<file path="config.mk">
export PLATFORM = sky130hd
export DESIGN_NAME = multicycle_controller
export DESIGN_NICKNAME = d
export VERILOG_FILES = /design/src/rtl/cpu_ctrl_pkg.sv /design/src/rtl/cond_check.sv /design/src/rtl/multicycle_controller.sv
export SDC_FILE = /design/constraint.sdc
export NUM_CORES = 1
export LEC_CHECK = 0
export BUFFER_PORTS_ARGS = -buffer_cell sky130_fd_sc_hd__buf_4
export CELL_PAD_IN_SITES_DETAIL_PLACEMENT = 2
export CELL_PAD_IN_SITES_GLOBAL_PLACEMENT = 2
export CORE_MARGIN = 2
export CORE_UTILIZATION = 24
export CTS_BUF_LIST = sky130_fd_sc_hd__clkbuf_4 sky130_fd_sc_hd__clkbuf_8 sky130_fd_sc_hd__clkbuf_16
export CTS_CLUSTER_DIAMETER = 150
export CTS_CLUSTER_SIZE = 20
export DETAILED_ROUTE_END_ITERATION = 16
export PLACE_DENSITY_LB_ADDON = 0.15
export SKIP_CTS_REPAIR_TIMING = 1
export SLEW_MARGIN = 25
export SYNTH_ARGS = -nofsm -noshare
export SYNTH_HDL_FRONTEND = slang
export SYNTH_SLANG_ARGS = --single-unit
</file>
<file path="constraint.sdc">
create_clock -name clk -period 4.7 [get_ports clk]
set_input_delay 0.235 -clock clk [delete_from_list [all_inputs] [get_ports clk]]
set_output_delay 0.235 -clock clk [all_outputs]
set_load 0.05 [all_outputs]
</file>
<file path="src/rtl/cpu_ctrl_pkg.sv">
// Shared encodings for the multicycle CPU controller: FSM states, ALU operations,
// instruction opcode/command fields and the cmd -> ALU translation.
package cpu_ctrl_pkg;

    typedef enum logic [3:0] {
        S_FETCH  = 4'd0,
        S_DECODE = 4'd1,
        S_MEMADR = 4'd2,
        S_MEMRD  = 4'd3,
        S_MEMWB  = 4'd4,
        S_MEMWR  = 4'd5,
        S_EXECR  = 4'd6,
        S_EXECI  = 4'd7,
        S_ALUWB  = 4'd8,
        S_BRANCH = 4'd9
    } state_t;

    localparam logic [3:0] ALU_ADD = 4'b0000;
    localparam logic [3:0] ALU_SUB = 4'b0001;
    localparam logic [3:0] ALU_AND = 4'b0010;
    localparam logic [3:0] ALU_ORR = 4'b0011;

    localparam logic [1:0] OP_DP  = 2'b00;
    localparam logic [1:0] OP_MEM = 2'b01;
    localparam logic [1:0] OP_BR  = 2'b10;

    localparam logic [3:0] CMD_AND = 4'b0000;
    localparam logic [3:0] CMD_SUB = 4'b0010;
    localparam logic [3:0] CMD_ADD = 4'b0100;
    localparam logic [3:0] CMD_CMP = 4'b1010;
    localparam logic [3:0] CMD_ORR = 4'b1100;
    localparam logic [3:0] CMD_MOV = 4'b1101;

    // MOV runs through the adder; the mov_selec output makes the ALU pass SrcB.
    function automatic logic [3:0] alu_sel(input logic [3:0] cmd);
        case (cmd)
            CMD_SUB, CMD_CMP: return ALU_SUB;
            CMD_AND:          return ALU_AND;
            CMD_ORR:          return ALU_ORR;
            default:          return ALU_ADD;
        endcase
    endfunction

    function automatic logic cmd_known(input logic [3:0] cmd);
        return (cmd == CMD_ADD) || (cmd == CMD_SUB) || (cmd == CMD_AND) ||
               (cmd == CMD_ORR) || (cmd == CMD_CMP) || (cmd == CMD_MOV);
    endfunction

    function automatic logic cmd_arith(input logic [3:0] cmd);
        return (cmd == CMD_ADD) || (cmd == CMD_SUB) || (cmd == CMD_CMP);
    endfunction

endpackage

</file>
<file path="src/rtl/cond_check.sv">
// ARM condition-code evaluation: cond field against the stored NZCV flags.
module cond_check (
    input  logic [3:0] cond_i,
    input  logic [3:0] flags_i,
    output logic       cond_ex_o
);

    logic n, z, c, v;
    assign {n, z, c, v} = flags_i;

    always_comb begin
        cond_ex_o = 1'b0;
        case (cond_i)
            4'b0000: cond_ex_o = z;
            4'b0001: cond_ex_o = ~z;
            4'b0010: cond_ex_o = c;
            4'b0011: cond_ex_o = ~c;
            4'b0100: cond_ex_o = n;
            4'b0101: cond_ex_o = ~n;
            4'b0110: cond_ex_o = v;
            4'b0111: cond_ex_o = ~v;
            4'b1000: cond_ex_o = c & ~z;
            4'b1001: cond_ex_o = ~c | z;
            4'b1010: cond_ex_o = (n == v);
            4'b1011: cond_ex_o = (n != v);
            4'b1100: cond_ex_o = ~z & (n == v);
            4'b1101: cond_ex_o = z | (n != v);
            4'b1110: cond_ex_o = 1'b1;
            default: cond_ex_o = 1'b0;
        endcase
    end

endmodule

</file>
<file path="src/rtl/multicycle_controller.sv">
// Multicycle ARM-subset sequencer: one FSM steps each instruction through
// fetch/decode/execute/writeback and owns the NZCV flags register.
module multicycle_controller
    import cpu_ctrl_pkg::*;
#(
    parameter logic [3:0] FLAGS_RESET = 4'b0000
) (
    input  logic        clk,
    input  logic        reset,
    input  logic [19:0] Instr,
    input  logic [3:0]  ALUFlags,
    input  logic        MemReady,
    output logic        PCWrite,
    output logic        IRWrite,
    output logic        AdrSrc,
    output logic        MemWrite,
    output logic        RegWrite,
    output logic [1:0]  RegSrc,
    output logic [1:0]  ImmSrc,
    output logic [1:0]  ALUSrcA,
    output logic [1:0]  ALUSrcB,
    output logic [3:0]  ALUControl,
    output logic [1:0]  ResultSrc,
    output logic        mov_selec,
    output state_t      dbg_state_o,
    output logic [3:0]  dbg_flags_o
);

    state_t     state_q, state_d;
    logic [3:0] flags_q, flags_d;
    logic       cond_ex;

    logic [3:0] cond, cmd, rd;
    logic [1:0] op;
    logic       bit_i, bit_s, rd_is_pc;
    logic       unused_rn;

    assign cond      = Instr[19:16];
    assign op        = Instr[15:14];
    assign bit_i     = Instr[13];
    assign cmd       = Instr[12:9];
    assign bit_s     = Instr[8];
    assign rd        = Instr[3:0];
    assign rd_is_pc  = (rd == 4'hF);
    assign unused_rn = ^Instr[7:4];

    cond_check u_cond_check (
        .cond_i    (cond),
        .flags_i   (flags_q),
        .cond_ex_o (cond_ex)
    );

    always_comb begin
        state_d = state_q;
        flags_d = flags_q;
        case (state_q)
            S_FETCH:  if (MemReady) state_d = S_DECODE;
            S_DECODE: begin
                if (!cond_ex || op == 2'b11) state_d = S_FETCH;
                else if (op == OP_DP)        state_d = bit_i ? S_EXECI : S_EXECR;
                else if (op == OP_MEM)       state_d = S_MEMADR;
                else if (op == OP_BR)        state_d = S_BRANCH;
                else                         state_d = S_FETCH;
            end
            S_MEMADR: state_d = bit_s ? S_MEMRD : S_MEMWR;
            S_MEMRD:  if (MemReady) state_d = S_MEMWB;
            S_MEMWB:  state_d = S_FETCH;
            S_MEMWR:  if (MemReady) state_d = S_FETCH;
            S_EXECR, S_EXECI: begin
                // Unrecognised commands execute as ADD but must not disturb the flags.
                if (bit_s && cmd_known(cmd)) begin
                    flags_d[3:2] = ALUFlags[3:2];
                    if (cmd_arith(cmd)) flags_d[1:0] = ALUFlags[1:0];
                end
                state_d = (cmd == CMD_CMP) ? S_FETCH : S_ALUWB;
            end
            S_ALUWB:  state_d = S_FETCH;
            S_BRANCH: state_d = S_FETCH;
            default:  state_d = S_FETCH;
        endcase
    end

    always_ff @(posedge clk or posedge reset) begin
        if (reset) begin
            state_q <= S_FETCH;
            flags_q <= FLAGS_RESET;
        end else begin
            state_q <= state_d;
            flags_q <= flags_d;
        end
    end

    always_comb begin
        PCWrite    = 1'b0;
        IRWrite    = 1'b0;
        AdrSrc     = 1'b0;
        MemWrite   = 1'b0;
        RegWrite   = 1'b0;
        RegSrc     = {op == OP_MEM, 1'b0};
        ImmSrc     = op;
        ALUSrcA    = 2'b00;
        ALUSrcB    = 2'b00;
        ALUControl = ALU_ADD;
        ResultSrc  = 2'b00;
        mov_selec  = 1'b0;
        case (state_q)
            S_FETCH: begin
                ALUSrcA   = 2'b01;
                ALUSrcB   = 2'b10;
                ResultSrc = 2'b10;
                IRWrite   = MemReady;
                PCWrite   = MemReady;
            end
            S_DECODE: begin
                ALUSrcA   = 2'b01;
                ALUSrcB   = 2'b10;
                ResultSrc = 2'b10;
            end
            S_MEMADR: ALUSrcB = 2'b01;
            S_MEMRD:  AdrSrc = 1'b1;
            S_MEMWB: begin
                ResultSrc = 2'b01;
                RegWrite  = 1'b1;
                PCWrite   = rd_is_pc;
            end
            S_MEMWR: begin
                AdrSrc   = 1'b1;
                MemWrite = 1'b1;
            end
            S_EXECR, S_EXECI: begin
                ALUSrcB    = (state_q == S_EXECI) ? 2'b01 : 2'b00;
                ALUControl = alu_sel(cmd);
                mov_selec  = (cmd == CMD_MOV);
            end
            S_ALUWB: begin
                RegWrite = 1'b1;
                PCWrite  = rd_is_pc;
            end
            S_BRANCH: begin
                RegSrc[0] = 1'b1;
                ALUSrcB   = 2'b01;
                ResultSrc = 2'b10;
                PCWrite   = 1'b1;
            end
            default: ;
        endcase
        // FETCH enables follow MemReady, so reset must mask them explicitly.
        if (reset) begin
            PCWrite  = 1'b0;
            IRWrite  = 1'b0;
            MemWrite = 1'b0;
            RegWrite = 1'b0;
        end
    end

    assign dbg_state_o = state_q;
    assign dbg_flags_o = flags_q;

endmodule

</file>
==> summary.txt <==
Status
  – Result of the run: finished with violations
  – Failing checks: hold timing

Clock tree
  – Longest Clk Path Bufs: 2
  – Clk slew on worst S/H paths: 0.04 ns
  – CTS tree: yes
  – Clock root buffer: clkbuf_8
  – Clock sink count: 8
  – Worst skew pair latency: 0.23 ns
  – CTS H-tree lvls: 1
  – Inserted Clock Buffers: 3

Synthesis
  – Syn_area_per_cell: 8.11 um^2
  – Area share of the largest cell type after synthesis: 0.209
  – Gate Count Post-Synth: 118
  – Ys Warns: 0
  – Synth area leader: dfrtp_1
  – Post-synth EDFFs: 0
  – Synth top cells by count: buf_4 (8), dfrtp_1 (8), nor3_1 (8), nor2_1 (7), nand2_1 (6)
  – Seq cells post-synth: 8
  – Post-Syn Area: 957 um^2
  – Largest cells by area after synthesis: dfrtp_1 (21%), buf_4 (6.3%), mux2_2 (4.7%)
  – Unique cell type count in the Yosys netlist: 49
  – Register area share after synthesis: 0.209
  – Async SR Flop Fraction: 1.00
  – Post-synth top flop: dfrtp_1

Die
  – Placeable Area: 3740 um^2
  – Num rows: 22
  – Initial Util: 0.256
  – Io pins: 55
  – Die Span X: 67.2 um
  – Die area: 4510 um^2
  – Die H: 67.2 um

STA
  – Max Fclk: 0.507 GHz
  – Final Hold Vio Count: 8
  – Period utilization: 0.420
  – Fin Setup TNS: 0 ns
  – Final setup violating endpoints: 0
  – RSZ-0062 raised after global routing: false
  – Final hold slack: -0.0182 ns
  – Fin. max-slew vios: 0
  – Setup Skew: 0.000912 ns
  – Final worst path period need: 1.97 ns

Global route
  – GR Overflow Total: 0
  – M2 GR Usage: 0.269
  – Vias in the first global route: 1108
  – Initial antenna violation count: 0
  – Met3 Resource Use GR: 0.0400
  – Pin count of the biggest net entering global routing: 15
  – GR Util met1: 0.186
  – First-pass GRT wire length: 5220 um
  – Most used routing layer: met2
  – Gr usage total: 0.152

Routing
  – Via count: 1028
  – Final antenna-violating net count: 0
  – Pre-antenna DRT Iters: 4
  – Drt drc: 0
  – DR WL/cell: 15.3 um
  – Mean number of vias per cell: 5.01
  – 1st-iter DRT viols: 27
  – Final WL: 3140 um

Layout
  – Final net count: 186
  – Core Util, Final: 0.351
  – Finished Layout Cells: 205
  – Inserted Diodes: 0
  – Layout area overhead: 37.3%
  – Share of layout cells above drive strength 1: 0.414

Pwr
  – Worst vdd ir: 0.161 mV
  – Leak: 0.000615 uW
  – Power Dens Cells: 582 nW/um^2

Worst setup path
  – Critical Path Sink Type: output pin
  – CP Class: reg -> out
  – Required @ worst endpoint: 4.47 ns
  – Worst Path Arrival: 1.74 ns
  – Crit-path max FO: 13
  – CP Launch Type: register

Worst hold path
  – Hold Crit Class: in -> async

Placed design
  – Placed insts: 202
  – Detail Placement HPWL: 2580 um
  – Final Wtd Congestion: 0.722
  – Port Buffers: 47

Run
  – Max Cap Viol: 0
==> path summary, 6_finish.rpt <==
check	end	startpoint	slack (ns)	depth (start not counted)
hold reg to reg	dbg_flags_o[1]	dbg_flags_o[1]	0.62	1
hold / removal	dbg_flags_o[1]	reset	-0.02	2
max in group asynchronous	dbg_state_o[3]	reset	4.48	2
min in group clk	dbg_state_o[2]	Instr[14]	0.23	2
setup reg to reg	dbg_state_o[0]	dbg_state_o[1]	2.93	5
setup / recovery	ALUControl[1]	dbg_state_o[2]	2.73	4
==> placed cells by master, fill, tap and decap left out, types with 4 or more instances in the layout <==
cell type	count
nand2_1	6
nor3_1	8
nor3b_1	4
nand2b_1	5
mux2_2	4
buf_4	47
inv_1	5
nor2_1	7
dfrtp_1	8
o21ai_0	4
a21oi_1	5
==> registers in the layout, indices dropped and copies added (netlist names) <==
name,flops
dbg_flags_o,4
dbg_state_o,4
==> kinds of logic (layout without fill, tap and decap cells) <==
| family | count (synthesis) | after routing | share of synthesized area |
|---|---|---|---|
| DFF | 8 | 8 | 0.209 |
| muxes | 6 | 6 | 0.0680 |
| AOI/OAI and AO/OA | 26 | 26 | 0.201 |
| and+or+nand+nor | 55 | 55 | 0.352 |
| other | 1 | 3 | 0.00392 |
| xor gates and xnor gates | 4 | 4 | 0.0366 |
| buffers and inverters | 18 | 55 | 0.129 |
==> report_power, final <==
group | total [uW] | switching [uW] | leakage (uW) | internal (uW)
registers | 148 | 58.2 | 0.000109 | 89.9
logic | 533 | 358 | 0.000485 | 175
clock network | 83.4 | 27.9 | 0.0000216 | 55.5
total | 764 | 444 | 0.000615 | 321
==> worst max-delay path, stage by stage (launching register included) <==
cell and delay (ns):
dfrtp_1 0.60, and2b_2 0.22, nand2_1 0.14, nor4_1 0.29, buf_4 0.25
==> per-stage QoR <==
stage               power [uW]  area [um^2]  worst slack (ns)
finish                     764         1310              2.73
detailed placement         691         1270              2.88
global route               818         1310              2.55
CTS                        778         1310              2.69
floorplan                  545          965              1.60
global placement           676         1270              2.91
==> final cells by class <==
cell class                      instances  area [um^2]
Tap cell                               48         60.1
Clock buffer                            3         41.3
Timing Repair Buffer                   47          353
Fill cell                             446         2430
Inverter                                5         18.8
Sequential cell                         8          200
Multi-Input combinational cell         94          641
==> metal layers <==
layer	wire length, um	part of all wire
met1	1290	0.41
met2	1580	0.50
met3	236	0.075
met4	25	0.0080
met5	0	0
(Power assumes the default switching activity.)
